--- config.mk ---
export PLATFORM = sky130hd
export DESIGN_NAME = lsu_ctrl_flat
export DESIGN_NICKNAME = d
export VERILOG_FILES = /design/src/rtl/lsu_if.sv /design/src/rtl/lsu_ctrl.sv /design/src/flat_wrapper.sv
export SDC_FILE = /design/constraint.sdc
export NUM_CORES = 1
export LEC_CHECK = 0
export CAP_MARGIN = 40
export CELL_PAD_IN_SITES_DETAIL_PLACEMENT = 1
export CELL_PAD_IN_SITES_GLOBAL_PLACEMENT = 2
export CORE_MARGIN = 2
export CORE_UTILIZATION = 42
export DETAILED_ROUTE_END_ITERATION = 10
export DONT_BUFFER_PORTS = 1
export MAX_ROUTING_LAYER = met4
export PLACE_DENSITY = 0.82
export RECOVER_POWER = 50
export SYNTH_ARGS = -nofsm -noshare
export SYNTH_HDL_FRONTEND = slang
export SYNTH_SLANG_ARGS = --single-unit
--- constraint.sdc ---
create_clock -name clk -period 5.9 [get_ports clk]
set_input_delay 1.475 -clock clk [delete_from_list [all_inputs] [get_ports clk]]
set_output_delay 1.475 -clock clk [all_outputs]
set_load 0.05 [all_outputs]
--- src/rtl/lsu_if.sv ---
// lsu_if: execute-side request, memory-port and result signals of the load/store stage.
interface lsu_if;
   logic        in_valid;
   logic        in_ready;
   logic        in_we;
   logic [2:0]  in_op;
   logic [31:0] in_addr;
   logic [31:0] in_wdata;
   logic        mem_req;
   logic        mem_we;
   logic [31:0] mem_addr;
   logic [31:0] mem_wdata;
   logic [3:0]  mem_wstrb;
   logic        mem_gnt;
   logic        mem_rvalid;
   logic [31:0] mem_rdata;
   logic        out_valid;
   logic        out_ready;
   logic [31:0] out_rdata;
   logic [1:0]  out_fault;
   modport slave (
      input  in_valid, in_we, in_op, in_addr, in_wdata, mem_gnt, mem_rvalid, mem_rdata, out_ready,
      output in_ready, mem_req, mem_we, mem_addr, mem_wdata, mem_wstrb, out_valid, out_rdata, out_fault
   );
   modport master (
      output in_valid, in_we, in_op, in_addr, in_wdata, mem_gnt, mem_rvalid, mem_rdata, out_ready,
      input  in_ready, mem_req, mem_we, mem_addr, mem_wdata, mem_wstrb, out_valid, out_rdata, out_fault
   );
endinterface

--- src/rtl/lsu_ctrl.sv ---
// lsu_ctrl: single-outstanding load/store stage with alignment/op checks, lane steering,
// load extension and a bounded memory wait that turns silence into a timeout fault.
module lsu_ctrl #(
   parameter int TIMEOUT = 16
) (
   input logic   clk,
   input logic   rst_n,
   lsu_if.slave  lsu_io
);
   localparam int TW = $clog2(TIMEOUT + 2);
   typedef enum logic [1:0] {IDLE, REQ, WAIT, RESP} state_t;
   state_t      state_q, state_d;
   logic        we_q, we_d;
   logic [2:0]  op_q, op_d;
   logic [1:0]  off_q, off_d;
   logic [31:0] mem_addr_q, mem_addr_d;
   logic [31:0] mem_wdata_q, mem_wdata_d;
   logic [3:0]  mem_wstrb_q, mem_wstrb_d;
   logic [31:0] out_rdata_q, out_rdata_d;
   logic [1:0]  out_fault_q, out_fault_d;
   logic [TW-1:0] timer_q, timer_d, tmr_inc;
   logic        illegal, misal, tmo;
   logic [31:0] wdata_lane, rd_sh, ext;
   logic [3:0]  strb_lane;
   assign illegal    = lsu_io.in_op inside {3'b011, 3'b110, 3'b111};
   assign misal      = (lsu_io.in_op[1:0] == 2'b01 && lsu_io.in_addr[0]) ||
                       (lsu_io.in_op[1:0] == 2'b10 && lsu_io.in_addr[1:0] != 2'b00);
   assign wdata_lane = lsu_io.in_op[1:0] == 2'b00 ? {4{lsu_io.in_wdata[7:0]}} :
                       lsu_io.in_op[1:0] == 2'b01 ? {2{lsu_io.in_wdata[15:0]}} : lsu_io.in_wdata;
   assign strb_lane  = lsu_io.in_op[1:0] == 2'b00 ? 4'b0001 << lsu_io.in_addr[1:0] :
                       lsu_io.in_op[1:0] == 2'b01 ? (lsu_io.in_addr[1] ? 4'b1100 : 4'b0011) : 4'b1111;
   // op[2] marks the unsigned variants, so it suppresses the sign fill
   assign rd_sh      = lsu_io.mem_rdata >> {off_q, 3'b000};
   assign ext        = op_q[1:0] == 2'b00 ? {{24{rd_sh[7] & ~op_q[2]}}, rd_sh[7:0]} :
                       op_q[1:0] == 2'b01 ? {{16{rd_sh[15] & ~op_q[2]}}, rd_sh[15:0]} : rd_sh;
   assign tmr_inc    = timer_q + TW'(1);
   assign tmo        = TIMEOUT != 0 && int'(tmr_inc) == TIMEOUT - 1;
   always_comb begin
      state_d     = state_q;
      we_d        = we_q;
      op_d        = op_q;
      off_d       = off_q;
      mem_addr_d  = mem_addr_q;
      mem_wdata_d = mem_wdata_q;
      mem_wstrb_d = mem_wstrb_q;
      out_rdata_d = out_rdata_q;
      out_fault_d = out_fault_q;
      timer_d     = timer_q;
      case (state_q)
         IDLE: if (lsu_io.in_valid) begin
            we_d        = lsu_io.in_we;
            op_d        = lsu_io.in_op;
            off_d       = lsu_io.in_addr[1:0];
            mem_addr_d  = {lsu_io.in_addr[31:2], 2'b00};
            mem_wdata_d = wdata_lane;
            mem_wstrb_d = lsu_io.in_we ? strb_lane : 4'b0000;
            out_rdata_d = '0;
            out_fault_d = illegal ? 2'b10 : misal ? 2'b01 : 2'b00;
            state_d     = (illegal || misal) ? RESP : REQ;
         end
         REQ: if (lsu_io.mem_gnt) begin
            state_d = WAIT;
            timer_d = '0;
         end
         WAIT: if (lsu_io.mem_rvalid) begin
            out_rdata_d = we_q ? 32'h0 : ext;
            out_fault_d = 2'b00;
            state_d     = RESP;
         end else begin
            timer_d = tmr_inc;
            if (tmo) begin
               out_rdata_d = '0;
               out_fault_d = 2'b11;
               state_d     = RESP;
            end
         end
         RESP: if (lsu_io.out_ready) state_d = IDLE;
         default: state_d = IDLE;
      endcase
   end
   always_ff @(posedge clk or negedge rst_n) begin
      if (!rst_n) begin
         state_q     <= IDLE;
         we_q        <= 1'b0;
         op_q        <= '0;
         off_q       <= '0;
         mem_addr_q  <= '0;
         mem_wdata_q <= '0;
         mem_wstrb_q <= '0;
         out_rdata_q <= '0;
         out_fault_q <= '0;
         timer_q     <= '0;
      end else begin
         state_q     <= state_d;
         we_q        <= we_d;
         op_q        <= op_d;
         off_q       <= off_d;
         mem_addr_q  <= mem_addr_d;
         mem_wdata_q <= mem_wdata_d;
         mem_wstrb_q <= mem_wstrb_d;
         out_rdata_q <= out_rdata_d;
         out_fault_q <= out_fault_d;
         timer_q     <= timer_d;
      end
   end
   assign lsu_io.in_ready  = state_q == IDLE;
   assign lsu_io.mem_req   = state_q == REQ;
   assign lsu_io.mem_we    = we_q;
   assign lsu_io.mem_addr  = mem_addr_q;
   assign lsu_io.mem_wdata = mem_wdata_q;
   assign lsu_io.mem_wstrb = mem_wstrb_q;
   assign lsu_io.out_valid = state_q == RESP;
   assign lsu_io.out_rdata = out_rdata_q;
   assign lsu_io.out_fault = out_fault_q;
endmodule

--- src/flat_wrapper.sv ---
// flat-port wrapper written by rule: the top's interface ports become plain ports
module lsu_ctrl_flat 
#(
   parameter int TIMEOUT = 16
)
  (clk, rst_n, lsu_io_in_valid, lsu_io_in_we, lsu_io_in_op, lsu_io_in_addr, lsu_io_in_wdata, lsu_io_mem_gnt, lsu_io_mem_rvalid, lsu_io_mem_rdata, lsu_io_out_ready, lsu_io_in_ready, lsu_io_mem_req, lsu_io_mem_we, lsu_io_mem_addr, lsu_io_mem_wdata, lsu_io_mem_wstrb, lsu_io_out_valid, lsu_io_out_rdata, lsu_io_out_fault);
  lsu_if lsu_io_i ();
  input logic clk;
  input logic rst_n;
  input wire logic [$bits(lsu_io_i.in_valid)-1:0] lsu_io_in_valid;
  input wire logic [$bits(lsu_io_i.in_we)-1:0] lsu_io_in_we;
  input wire logic [$bits(lsu_io_i.in_op)-1:0] lsu_io_in_op;
  input wire logic [$bits(lsu_io_i.in_addr)-1:0] lsu_io_in_addr;
  input wire logic [$bits(lsu_io_i.in_wdata)-1:0] lsu_io_in_wdata;
  input wire logic [$bits(lsu_io_i.mem_gnt)-1:0] lsu_io_mem_gnt;
  input wire logic [$bits(lsu_io_i.mem_rvalid)-1:0] lsu_io_mem_rvalid;
  input wire logic [$bits(lsu_io_i.mem_rdata)-1:0] lsu_io_mem_rdata;
  input wire logic [$bits(lsu_io_i.out_ready)-1:0] lsu_io_out_ready;
  output wire logic [$bits(lsu_io_i.in_ready)-1:0] lsu_io_in_ready;
  output wire logic [$bits(lsu_io_i.mem_req)-1:0] lsu_io_mem_req;
  output wire logic [$bits(lsu_io_i.mem_we)-1:0] lsu_io_mem_we;
  output wire logic [$bits(lsu_io_i.mem_addr)-1:0] lsu_io_mem_addr;
  output wire logic [$bits(lsu_io_i.mem_wdata)-1:0] lsu_io_mem_wdata;
  output wire logic [$bits(lsu_io_i.mem_wstrb)-1:0] lsu_io_mem_wstrb;
  output wire logic [$bits(lsu_io_i.out_valid)-1:0] lsu_io_out_valid;
  output wire logic [$bits(lsu_io_i.out_rdata)-1:0] lsu_io_out_rdata;
  output wire logic [$bits(lsu_io_i.out_fault)-1:0] lsu_io_out_fault;
  assign lsu_io_i.in_valid = lsu_io_in_valid;
  assign lsu_io_i.in_we = lsu_io_in_we;
  assign lsu_io_i.in_op = lsu_io_in_op;
  assign lsu_io_i.in_addr = lsu_io_in_addr;
  assign lsu_io_i.in_wdata = lsu_io_in_wdata;
  assign lsu_io_i.mem_gnt = lsu_io_mem_gnt;
  assign lsu_io_i.mem_rvalid = lsu_io_mem_rvalid;
  assign lsu_io_i.mem_rdata = lsu_io_mem_rdata;
  assign lsu_io_i.out_ready = lsu_io_out_ready;
  assign lsu_io_in_ready = lsu_io_i.in_ready;
  assign lsu_io_mem_req = lsu_io_i.mem_req;
  assign lsu_io_mem_we = lsu_io_i.mem_we;
  assign lsu_io_mem_addr = lsu_io_i.mem_addr;
  assign lsu_io_mem_wdata = lsu_io_i.mem_wdata;
  assign lsu_io_mem_wstrb = lsu_io_i.mem_wstrb;
  assign lsu_io_out_valid = lsu_io_i.out_valid;
  assign lsu_io_out_rdata = lsu_io_i.out_rdata;
  assign lsu_io_out_fault = lsu_io_i.out_fault;
  lsu_ctrl #(.TIMEOUT(TIMEOUT)) u_core (.clk(clk), .rst_n(rst_n), .lsu_io(lsu_io_i));
endmodule
==> impl_metrics.csv <==
group,metric,value,unit
setup_path,worstSetupEndpointType,"register",
floorplan,fp-row-count,42,
sta,tns,0,ps
synth,yosysWarnings,0,
sta,tightestPinTransition,1846,ps
clock_tree,hold_buffers,0,
floorplan,dieArea,14650,um2
place,place_inst,666,
clock_tree,cts-htree-levels,4,
sta,slew_headroom,-23.06,%
drt,drtIter0Drc,150,
sta,fmax,284.8,MHz
pwr,p_per_area,737.2,nW/um2
outcome,violations,"capacitance limit, slew limit",
floorplan,coreArea,13300,um2
synth,yosysUniqueCellTypes,53,
floorplan,die_y,121.0,um
clock_tree,cts.sinks,113,
setup_path,r2r-end,"u_core.lsu_io.out_rdata[20]",
drt,ant_nets,0,
clock_tree,clk-insertion-delay-late,410,ps
floorplan,die_x,121.0,um
synth,synth-seq-area-share,49.15,%
drt,firstDrtPassIters,6,
final_layout,syn_to_final_growth,11.05,%
drt,drc_errors,0,
sta,rsz0062_at_grt,"false",
min_path,whs_endpoint,"u_core.op_q[2]",
setup_path,critical_path_class,"input port to register",
synth,ys.flop_type,"dfrtp_1",
final_layout,layout_common_cells,"dfrtp_1, mux2_2, nand2_1, o21ai_0, mux2i_1",
grt,grt_pass1_vias,4526,
min_path,holdCritPathClass,"register to register",
setup_path,slowest_delay,1330,ps
synth,syn_area,5753,um2
place,dp_slack,2856,ps
pwr,leakage,2.841,nW
pwr,worst_ir_drop_vdd,0.3521,mV
final_layout,diodes,0,
clock_tree,numCtsBuffers,17,
pwr,power,4.710,mW
drt,wl_per_cell,22.05,um
place,gp_congestion,0.7935,
sta,skew,11.74,ps
final_layout,drive_gt1_share,20.31,%
grt,track_usage,22.29,%
clock_tree,cts_tree,"built",
final_layout,instances_no_fill,698,
sta,hold_viol_final,0,
grt,grt_pass1_wl,24120,um
floorplan,ios,212,
setup_path,r2r_cells,8,
sta,maxSlewViolCount,46,
clock_tree,clk_path_buf_depth,2,
grt,grt_overflow,0,
clock_tree,cts.repair.resized,0,
final_layout,nNetsFinal,621,
outcome,outcome,"finished with violations",
drt,wl,15390,um
sta,setup_violations,0,
clock_tree,post_cts_buffers,0,
setup_path,start_kind,"input port",
synth,async_flop_share,100.0,%
final_layout,nFillCells,1429,
place,dp_hpwl,10820,um
setup_path,cp_cell_sequence,"nand2_4 > clkbuf_1 > buf_16 > o21ai_1 > nand2_1 > o32ai_1",
final_layout,regArea,2828,um2
final_layout,multi_input_area,2643,um2
sta,timing.final.ws_setup,2389,ps
final_layout,finalCoreUtilization,48.05,%
setup_path,worst-r2r-setup-slack,2400,ps
place,io_buffers,0,
floorplan,start_util,43.27,%
sta,finalCritPeriodShare,59.50,%
drt,viasPerCell,5.788,
setup_path,crit_required,6140,ps
synth,synth_area_per_cell,10.94,um2
synth,syn_inst,526,
clock_tree,root_buffer,"clkbuf_16",
sta,period_needed,3511,ps
job,drv_cap,1,
min_path,hold_start,"u_core.op_q[2]",
final_layout,final_common_cell,"dfrtp_1",
setup_path,crit_path_top_delay_cell,"clkbuf_1",
setup_path,crit_fanout,55,
min_path,holdPathStages,1,
grt,grt_max_degree,114,
synth,synth_edf_count,0,
setup_path,worstReg2RegStart,"u_core.state_q[0]",
synth,synth_seq_cells,113,
clock_tree,clkTransAtPathRegs,50,ps
drt,vias,4040,
grt,antenna_found_initial,0,
setup_path,arrival,3750,ps
==> critical path, delay by kind of cell <==
family	cells	cell delay (ps)
and+or+nand+nor	2	210
buffers and inverters	2	1660
AOI/OAI and AO/OA	2	380
==> routing by layer <==
metal	share of wire, %	track usage, %
met3	9.8	9.211
met1	38	24.20
met5	0	-
met2	50	36.94
met4	1.6	7.631
==> cell usage after synthesis, types with 8 or more instances <==
cell type,instances,area (um2)
a211oi_1,14,105.1
a21oi_1,22,110.1
a32o_1,8,80.08
and3_1,9,56.30
buf_2,16,80.08
clkbuf_1,12,45.04
dfrtp_1,113,2828
inv_1,17,63.81
mux2_2,59,664.4
mux2i_1,43,430.4
nand2_1,52,195.2
nand3b_1,8,60.06
nor2_1,18,67.56
nor2b_1,10,62.56
o211ai_1,8,60.06
o21ai_0,44,220.2
o32ai_1,8,70.07
==> state kept, by name, summed over array words and instances (netlist names) <==
signal	cells
u_core.lsu_io.mem_wdata	32
u_core.lsu_io.out_rdata	32
u_core.lsu_io.mem_addr	30
u_core.timer_q	5
u_core.lsu_io.mem_wstrb	4
u_core.op_q	3
u_core.lsu_io.out_fault	2
u_core.off_q	2
u_core.state_q	2
u_core.lsu_io.mem_we	1
==> cell families (layout without fill, tap and decap cells) <==
| family | Yosys count | count (layout) | share of synthesized area (%) |
|---|---|---|---|
| AOI/OAI and AO/OA | 123 | 123 | 14.29 |
| muxes | 104 | 104 | 19.53 |
| DFF | 113 | 113 | 49.15 |
| adders and majority gates | 6 | 6 | 1.305 |
| buffers and inverters | 58 | 53 | 5.111 |
| other | 1 | 2 | 0.06518 |
| and+or+nand+nor | 121 | 121 | 10.55 |
==> metrics by stage <==
stage,instance area (um2),hold WS [ps]
2_1_floorplan,5757,478.2
3_3_place_gp,5777,506.2
3_5_place_dp,5804,525.6
4_1_cts,6392,537.1
5_1_grt,6389,544.3
6_report,6389,528.0
==> report_power, final <==
group | switching (mW) | total [mW] | internal, mW
logic | 0.655 | 1.17 | 0.512
registers | 1.41 | 2.51 | 1.10
clock network | 0.359 | 1.03 | 0.671
total | 2.42 | 4.71 | 2.29
==> area by class of cell <==
cell class	instances	share of cell area, %
Clock inverter	11	2.154
Timing Repair Buffer	4	0.7246
Multi-Input combinational cell	356	41.36
Tap cell	176	3.447
Inverter	17	0.9988
Clock buffer	21	7.051
Sequential cell	113	44.26
==> worst max-delay path by stage <==
stage	from	to
2_1_floorplan	lsu_io_mem_rvalid	u_core.lsu_io.out_rdata[10]
3_3_place_gp	lsu_io_in_valid	u_core.lsu_io.out_rdata[18]
3_5_place_dp	lsu_io_in_valid	u_core.lsu_io.out_rdata[12]
4_1_cts	u_core.state_q[1]	lsu_io_in_ready
5_1_grt	u_core.state_q[0]	u_core.lsu_io.out_rdata[22]
6_report	lsu_io_in_valid	u_core.lsu_io.out_rdata[20]
Note: power is estimated with default switching activity, not from simulation.
